--- src/rtl/xosera_bus_host_if.sv ---
// Request/response and Xosera byte-bus signals of xosera_bus_host, bundled for port connection.
// The slave modport is the host engine's view; master is the requester plus Xosera side.
interface xosera_bus_host_if;
  logic        req_valid_i;
  logic        req_ready_o;
  logic        req_rd_nwr_i;
  logic [1:0]  req_mode_i;
  logic [3:0]  req_reg_num_i;
  logic [15:0] req_data_i;
  logic        rsp_valid_o;
  logic [15:0] rsp_data_o;
  logic        busy_o;
  logic        bus_cs_n_o;
  logic        bus_rd_nwr_o;
  logic        bus_bytesel_o;
  logic [3:0]  bus_reg_num_o;
  logic [7:0]  bus_data_o;
  logic [7:0]  bus_data_i;

  modport slave (
    input  req_valid_i, req_rd_nwr_i, req_mode_i, req_reg_num_i, req_data_i, bus_data_i,
    output req_ready_o, rsp_valid_o, rsp_data_o, busy_o, bus_cs_n_o, bus_rd_nwr_o,
           bus_bytesel_o, bus_reg_num_o, bus_data_o
  );

  modport master (
    output req_valid_i, req_rd_nwr_i, req_mode_i, req_reg_num_i, req_data_i, bus_data_i,
    input  req_ready_o, rsp_valid_o, rsp_data_o, busy_o, bus_cs_n_o, bus_rd_nwr_o,
           bus_bytesel_o, bus_reg_num_o, bus_data_o
  );
endinterface

--- src/rtl/xosera_bus_host.sv ---
// Xosera 8-bit register bus initiator: turns one 16-bit register request into
// high-then-low byte strobes with programmable setup, strobe and gap timing.
module xosera_bus_host #(
  parameter int unsigned SETUP_CYCLES = 1,
  parameter int unsigned CS_CYCLES    = 4,
  parameter int unsigned SAMPLE_CYCLE = 2,
  parameter int unsigned GAP_CYCLES   = 4
) (
  input logic              clk,
  input logic              reset_i,
  xosera_bus_host_if.slave host_if
);

  localparam logic [7:0] SetupLast = 8'(SETUP_CYCLES - 1);
  localparam logic [7:0] CsLast    = 8'(CS_CYCLES - 1);
  localparam logic [7:0] SampleIdx = 8'(SAMPLE_CYCLE);
  localparam logic [7:0] GapLast   = 8'(GAP_CYCLES - 1);

  typedef enum logic [1:0] {StIdle, StSetup, StStrobe, StGap} state_e;

  state_e      state_q, state_d;
  logic [7:0]  cnt_q, cnt_d;
  logic        phase_q, phase_d;
  logic        word_q, word_d;
  logic        rd_q, rd_d;
  logic [3:0]  reg_q, reg_d;
  logic [15:0] data_q, data_d;
  logic [15:0] rsp_data_q, rsp_data_d;
  logic        rsp_valid_q, rsp_valid_d;

  always_ff @(posedge clk) begin
    if (reset_i) begin
      state_q     <= StIdle;
      cnt_q       <= 8'd0;
      phase_q     <= 1'b0;
      word_q      <= 1'b0;
      rd_q        <= 1'b1;
      reg_q       <= 4'd0;
      data_q      <= 16'd0;
      rsp_data_q  <= 16'd0;
      rsp_valid_q <= 1'b0;
    end else begin
      state_q     <= state_d;
      cnt_q       <= cnt_d;
      phase_q     <= phase_d;
      word_q      <= word_d;
      rd_q        <= rd_d;
      reg_q       <= reg_d;
      data_q      <= data_d;
      rsp_data_q  <= rsp_data_d;
      rsp_valid_q <= rsp_valid_d;
    end
  end

  always_comb begin
    state_d     = state_q;
    cnt_d       = cnt_q;
    phase_d     = phase_q;
    word_d      = word_q;
    rd_d        = rd_q;
    reg_d       = reg_q;
    data_d      = data_q;
    rsp_data_d  = rsp_data_q;
    rsp_valid_d = 1'b0;
    unique case (state_q)
      StIdle: begin
        if (host_if.req_valid_i) begin
          rd_d       = host_if.req_rd_nwr_i;
          // Mode 11 behaves as a full word.
          word_d     = (host_if.req_mode_i == 2'b00) || (host_if.req_mode_i == 2'b11);
          phase_d    = (host_if.req_mode_i == 2'b01);
          reg_d      = host_if.req_reg_num_i;
          data_d     = host_if.req_data_i;
          rsp_data_d = 16'd0;
          cnt_d      = 8'd0;
          state_d    = StSetup;
        end
      end
      StSetup: begin
        if (cnt_q == SetupLast) begin
          cnt_d   = 8'd0;
          state_d = StStrobe;
        end else begin
          cnt_d = cnt_q + 8'd1;
        end
      end
      StStrobe: begin
        if (rd_q && (cnt_q == SampleIdx)) begin
          if (phase_q) rsp_data_d[7:0]  = host_if.bus_data_i;
          else         rsp_data_d[15:8] = host_if.bus_data_i;
        end
        if (cnt_q == CsLast) begin
          cnt_d   = 8'd0;
          state_d = StGap;
        end else begin
          cnt_d = cnt_q + 8'd1;
        end
      end
      StGap: begin
        if (cnt_q == GapLast) begin
          cnt_d = 8'd0;
          if (word_q && !phase_q) begin
            phase_d = 1'b1;
            state_d = StSetup;
          end else begin
            rsp_valid_d = rd_q;
            state_d     = StIdle;
          end
        end else begin
          cnt_d = cnt_q + 8'd1;
        end
      end
      default: state_d = StIdle;
    endcase
  end

  // Outputs decode registered state only; nothing combinational from req_* or bus_data_i.
  always_comb begin
    host_if.req_ready_o   = (state_q == StIdle);
    host_if.busy_o        = (state_q != StIdle);
    host_if.rsp_valid_o   = rsp_valid_q;
    host_if.rsp_data_o    = rsp_data_q;
    host_if.bus_cs_n_o    = (state_q != StStrobe);
    host_if.bus_rd_nwr_o  = rd_q;
    host_if.bus_bytesel_o = phase_q;
    host_if.bus_reg_num_o = reg_q;
    host_if.bus_data_o    = 8'd0;
    if (!rd_q) host_if.bus_data_o = phase_q ? data_q[7:0] : data_q[15:8];
  end

endmodule

--- src/flat_wrapper.sv ---
// flat-port wrapper written by rule: the top's interface ports become plain ports
module xosera_bus_host_flat 
#(
  parameter int unsigned SETUP_CYCLES = 1,
  parameter int unsigned CS_CYCLES    = 4,
  parameter int unsigned SAMPLE_CYCLE = 2,
  parameter int unsigned GAP_CYCLES   = 4
)
  (clk, reset_i, host_if_req_valid_i, host_if_req_rd_nwr_i, host_if_req_mode_i, host_if_req_reg_num_i, host_if_req_data_i, host_if_bus_data_i, host_if_req_ready_o, host_if_rsp_valid_o, host_if_rsp_data_o, host_if_busy_o, host_if_bus_cs_n_o, host_if_bus_rd_nwr_o, host_if_bus_bytesel_o, host_if_bus_reg_num_o, host_if_bus_data_o);
  xosera_bus_host_if host_if_i ();
  input logic clk;
  input logic reset_i;
  input wire logic [$bits(host_if_i.req_valid_i)-1:0] host_if_req_valid_i;
  input wire logic [$bits(host_if_i.req_rd_nwr_i)-1:0] host_if_req_rd_nwr_i;
  input wire logic [$bits(host_if_i.req_mode_i)-1:0] host_if_req_mode_i;
  input wire logic [$bits(host_if_i.req_reg_num_i)-1:0] host_if_req_reg_num_i;
  input wire logic [$bits(host_if_i.req_data_i)-1:0] host_if_req_data_i;
  input wire logic [$bits(host_if_i.bus_data_i)-1:0] host_if_bus_data_i;
  output wire logic [$bits(host_if_i.req_ready_o)-1:0] host_if_req_ready_o;
  output wire logic [$bits(host_if_i.rsp_valid_o)-1:0] host_if_rsp_valid_o;
  output wire logic [$bits(host_if_i.rsp_data_o)-1:0] host_if_rsp_data_o;
  output wire logic [$bits(host_if_i.busy_o)-1:0] host_if_busy_o;
  output wire logic [$bits(host_if_i.bus_cs_n_o)-1:0] host_if_bus_cs_n_o;
  output wire logic [$bits(host_if_i.bus_rd_nwr_o)-1:0] host_if_bus_rd_nwr_o;
  output wire logic [$bits(host_if_i.bus_bytesel_o)-1:0] host_if_bus_bytesel_o;
  output wire logic [$bits(host_if_i.bus_reg_num_o)-1:0] host_if_bus_reg_num_o;
  output wire logic [$bits(host_if_i.bus_data_o)-1:0] host_if_bus_data_o;
  assign host_if_i.req_valid_i = host_if_req_valid_i;
  assign host_if_i.req_rd_nwr_i = host_if_req_rd_nwr_i;
  assign host_if_i.req_mode_i = host_if_req_mode_i;
  assign host_if_i.req_reg_num_i = host_if_req_reg_num_i;
  assign host_if_i.req_data_i = host_if_req_data_i;
  assign host_if_i.bus_data_i = host_if_bus_data_i;
  assign host_if_req_ready_o = host_if_i.req_ready_o;
  assign host_if_rsp_valid_o = host_if_i.rsp_valid_o;
  assign host_if_rsp_data_o = host_if_i.rsp_data_o;
  assign host_if_busy_o = host_if_i.busy_o;
  assign host_if_bus_cs_n_o = host_if_i.bus_cs_n_o;
  assign host_if_bus_rd_nwr_o = host_if_i.bus_rd_nwr_o;
  assign host_if_bus_bytesel_o = host_if_i.bus_bytesel_o;
  assign host_if_bus_reg_num_o = host_if_i.bus_reg_num_o;
  assign host_if_bus_data_o = host_if_i.bus_data_o;
  xosera_bus_host #(.SETUP_CYCLES(SETUP_CYCLES), .CS_CYCLES(CS_CYCLES), .SAMPLE_CYCLE(SAMPLE_CYCLE), .GAP_CYCLES(GAP_CYCLES)) u_core (.clk(clk), .reset_i(reset_i), .host_if(host_if_i));
endmodule
--- config.mk ---
export PLATFORM = sky130hd
export DESIGN_NAME = xosera_bus_host_flat
export DESIGN_NICKNAME = d
export VERILOG_FILES = /design/src/rtl/xosera_bus_host_if.sv /design/src/rtl/xosera_bus_host.sv /design/src/flat_wrapper.sv
export SDC_FILE = /design/constraint.sdc
export NUM_CORES = 1
export LEC_CHECK = 0
export ABC_AREA = 1
export CAP_MARGIN = 20
export CORE_MARGIN = 4
export CORE_UTILIZATION = 51
export CTS_BUF_LIST = sky130_fd_sc_hd__clkbuf_16
export DETAILED_ROUTE_END_ITERATION = 10
export PLACE_DENSITY_LB_ADDON = 0.08
export SETUP_SLACK_MARGIN = 0.05
export SLEW_MARGIN = 0
export SYNTH_ARGS = -nofsm -noshare
export SYNTH_HDL_FRONTEND = slang
export SYNTH_SLANG_ARGS = --single-unit
--- constraint.sdc ---
create_clock -name clk -period 3.5 [get_ports clk]
set_input_delay 0.875 -clock clk [delete_from_list [all_inputs] [get_ports clk]]
set_output_delay 0.875 -clock clk [all_outputs]
set_load 0.1 [all_outputs]
Yosys cells after proc, flatten, opt, wreduce, memory -nomap -nowiden
Index checks and enable logic that the tools add are counted.

Word-level logic and storage cells: 67. Input port bits: 34. Bits in registers: 50. Output and inout port bits: 34.

Add/subtract/negate cells: 1. Reductions and logical operators: 17. Eq/ne operators: 16. Bitwise logic cells: 2. Mux-type cells: 21.

Operators by type and width (count): two-way mux 8 bit (7); two-way mux 16 bit (2); case mux 16 bit (2 select lines) (1); case mux 8 bit (3 select lines) (1); == test 8 x 2 -> 1 bit (second input constant) (2); AND reduction 4 bit (4); inequality test 2 x 1 -> 1 bit (second input constant) (6); adder 8 x 1 -> 8 bit (second input constant) (1); zero test 8 bit (1); two-way mux 2 bit (4); case mux 2 bit (4 select lines) (1); == test 2 bit (second input constant) (3); inequality test 2 bit (second input constant) (3); nonzero test 2 bit (3); == test 2 x 1 -> 1 bit (second input constant) (2); zero test 2 bit (2); two-way mux 1 bit (4); OR reduction 4 bit (1); logical AND 1 bit (2); NOT 1 bit (2); case mux 1 bit (2 select lines) (1); AND reduction 2 bit (1); OR reduction 2 bit (1); zero test 1 bit (1); logical OR 1 bit (1).

Logic depth before layout (Yosys ltp)
Depth in word-level cells: 5. Gate-level depth with buffers: 9. Depth with buffers taken out: 9.

Least setup slack after synthesis
Ideal clock, no wire load.

Path type: reg-to-output. From: register u_core.phase_q (netlist: u_core.host_if.bus_bytesel_o). To: output host_if_bus_data_o[0]. Path slack: -0.173 ns. Cell stages (with the launch flop): 4. Arrival: 2.798 ns. Buffers on the path: 1. Required time: 2.625 ns. Cells stage by stage: dfxtp_1 > buf_2 > nand2_1 > a21oi_1.

Cells in the longest elaborated chain, start to end: 2.

RTL lines: from (decl) (RTL line xosera_bus_host.sv:23) `logic phase_q, phase_d;`; from (signal assigned) (RTL line xosera_bus_host.sv:45) `phase_q <= phase_d;`; two-way mux 8 bit (2 in series) (RTL line xosera_bus_host.sv:128) `if (!rd_q) host_if.bus_data_o = phase_q ? data_q[7:0] : data_q[15:8];`; to (decl) (RTL line flat_wrapper.sv:27) `output wire logic [$bits(host_if_i.bus_data_o)-1:0] host_if_bus_data_o;`.

No other way between the ends.

Final worst setup path
From: register u_core.state_q[0]. To: output host_if_bus_cs_n_o.

Cells in the longest elaborated chain, start to end: 1.

RTL lines: from (decl) (RTL line xosera_bus_host.sv:21) `state_e state_q, state_d;`; from (signal assigned) (RTL line xosera_bus_host.sv:33) `state_q <= StIdle;`; from (signal assigned) (RTL line xosera_bus_host.sv:43) `state_q <= state_d;`; inequality test 2 bit (RTL line xosera_bus_host.sv:123) `host_if.bus_cs_n_o = (state_q != StStrobe);`; to (decl) (RTL line flat_wrapper.sv:23) `output wire logic [$bits(host_if_i.bus_cs_n_o)-1:0] host_if_bus_cs_n_o;`.

No other way between the ends.

==> results_dict.tcl <==
set metrics [dict create \
    status "completed" \
    layout-drive-gt1-share 0.137 \
    num_antenna_cells 0 \
    firstDrtPassIters 4 \
    fmax_mhz 383 \
    drv_slew 0 \
    grt_max_degree 28 \
    synth_seq_cells 50 \
    power-per-cell-area_nw_per_um2 797 \
    synth_top_family_by_area "simple AND/OR/NAND/NOR gates" \
    viasPerCell 5.17 \
    worst_ep_arrival_time_ns 1.74 \
    dp_hpwl_um 4220 \
    clock_latency_ns 0.28 \
    gp_congestion 0.878 \
    synth.distinct_cells 23 \
    period_share 0.747 \
    min_from "u_core.host_if.rsp_data_o[5]$_SDFFE_PP0P_" \
    max-clock-path-buffers 2 \
    postCtsSetupRepairBufs 0 \
    syn_inst 340 \
    rows 24 \
    fin_cells 454 \
    grtUsageMet1 0.248 \
    pin_count 68 \
    fp.dieH_um 76.2 \
    r2r-start "u_core.state_q[0]$_SDFFE_PP0P_" \
    grt_usage 0.204 \
    synth_fa_ha_area_frac 0.0475 \
    core-area_um2 4410 \
    min_path_type "reg -> reg" \
    worst_slew_pin_slew_ns 0.648 \
    cts_sinks 50 \
    cts_hold_buf 0 \
    busiest_layer "met2" \
    crit_type "reg -> out" \
    synth_xor_xnor_area_share 0.00369 \
    synth_nets 383 \
    nets 445 \
    ys_seq_area_frac 0.422 \
    root_buffer "clkbuf_16" \
    nFillCells 386 \
    synthMuxAreaShare 0 \
    die-area_um2 5810 \
    hold_violations 0 \
    drt_iter0_drc 141 \
    num_vias 2346 \
    fin_util 0.711 \
    post_cts.resized_instances 0 \
    yosys_warnings 0 \
    wl_um 5840 \
    drc 0 \
    syn_avg_cell_area_um2 6.98 \
    worst-path-max-fanout 13 \
    holdWs_ns 0.468 \
    required_ns 2.62 \
    cp-start-kind "register" \
    tns_ns 0 \
    port_buffers 67 \
    use_met3 0.0449 \
    placed_cells 447 \
    startpoint "u_core.state_q[0]$_SDFFE_PP0P_" \
    grtUsageMet2 0.352 \
    yosys.area_share.simple 0.299 \
    drv_cap 0 \
    htree_num_levels 2 \
    die_x_um 76.2 \
    start_util 0.537 \
    cts_tree "built" \
    hold_path_depth 2 \
    clk_pin_slew_ns 0.06 \
    grt_pass1_wl_um 9950 \
    cts_buffers 5 \
    fin_skew_ns 0.00180 \
    end_kind "primary output" \
    synth-compound-area-share 0.151 \
    antenna_found_initial 0 \
    fin_crit_ns 2.61 \
    synthesis.area_um2 2370 \
    ir_drop_mv 0.558 \
    grt_setup_unrepaired "false" \
    r2r_cells 7 \
    antenna_left 0 \
    grt_overflow 0 \
    grt_pass1_vias 2230 \
    syn_to_final_growth_pct 32.3 \
    wl_per_cell_um 12.9 \
    leakage_nw 1.34 \
    setup_viol 0 \
    max_slew_margin 0.567 \
]
[worst max-delay path, stage by stage, from the launching register on]
cell,delay (ns)
dfxtp_1,0.34
inv_1,0.15
ha_1,0.49
inv_1,0.19
buf_4,0.28
[final cells by class]
cell class	instances	area, um2	area share
inverters	31	116	0.0371
clock inverters	2	11.3	0.00359
repair buffers	69	601	0.191
multi-input cells	245	1220	0.388
clock buffers	5	125	0.0399
well taps	52	65.1	0.0207
flip-flops and latches	50	1000	0.319
[logic make-up after synthesis]
family / Yosys count
simple gates: 168
compound gates: 67
flops: 50
buf+inv: 45
fa+ha+maj: 9
xor+xnor: 1
[per-layer routing]
layer	vias up	wire (um)
li1	1232	-
met1	1055	2570
met2	53	2920
met3	6	295
met4	0	58
met5	-	0
[stage by stage]
stage	worst slack [ns]	area (um2)	total power, W
floorplan	0.437	2400	0.00178
global placement	0.918	3000	0.00203
detailed placement	0.872	3000	0.00205
CTS	0.884	3140	0.00252
global route	0.761	3140	0.00266
finish	0.887	3140	0.00250
[synthesized netlist by cell type, drive strengths merged]
master / number / area, um2
o21ai: 30 / 165
a21oi: 34 / 170
nand3: 18 / 90.1
a32oi: 1 / 8.76
inv: 31 / 116
nor2: 58 / 220
xnor2: 1 / 8.76
buf: 6 / 36.3
clkbuf: 8 / 30.0
o211ai: 1 / 7.51
nand3b: 1 / 7.51
ha: 9 / 113
nor3: 1 / 5.00
a211oi: 1 / 7.51
dfxtp: 50 / 1000
nand4: 17 / 106
nand2: 72 / 273
or2: 1 / 6.26
[placed cells by master, fill, tap and decap left out]
cell type        Yosys  routed
clkbuf_16            0       5
nor2_2               1       1
o21ai_2              1       1
or2_2                1       1
ha_1                 9       9
dfxtp_1             50      50
o21ai_0             28      28
nor2_1              57      57
xnor2_1              1       1
clkinvlp_4           0       1
nand4_1             17      17
nand3_1             18      18
buf_4                0      36
clkdlybuf4s50_1      0      33
a21oi_2              0       8
inv_1               31      32
o211ai_1             1       1
nand2_2              1       1
o21ai_4              1       1
a211oi_1             1       1
nor3_1               1       1
a21oi_1             34      26
a32oi_1              1       1
nand3b_1             1       1
nand2_1             71      71
[report_power, final]
| group | internal (W) | switching [W] | total [W] |
|---|---|---|---|
| registers | 0.000674 | 0.0000913 | 0.000765 |
| logic | 0.000300 | 0.000975 | 0.00127 |
| clock network | 0.000258 | 0.000202 | 0.000461 |
| total | 0.00123 | 0.00127 | 0.00250 |
[worst paths after layout]
check | to | slack (ns)
worst max-delay path | host_if_bus_cs_n_o | 0.89
worst min register to register | u_core.host_if.rsp_data_o[5]$_SDFFE_PP0P_ | 0.47
worst min-delay path | u_core.host_if.rsp_data_o[5]$_SDFFE_PP0P_ | 0.47
worst max register to register | u_core.host_if.rsp_data_o[8]$_SDFFE_PP0P_ | 1.03
[registers in the layout, summed over array words and instances, names as in the netlist]
register	count
u_core.data_q	16
u_core.state_q	2
u_core.word_q	1
u_core.host_if.bus_reg_num_o	4
u_core.host_if.rsp_valid_o	1
u_core.cnt_q	8
u_core.host_if.bus_bytesel_o	1
u_core.host_if.bus_rd_nwr_o	1
u_core.host_if.rsp_data_o	16
Power figures use the tool's default switching activity.
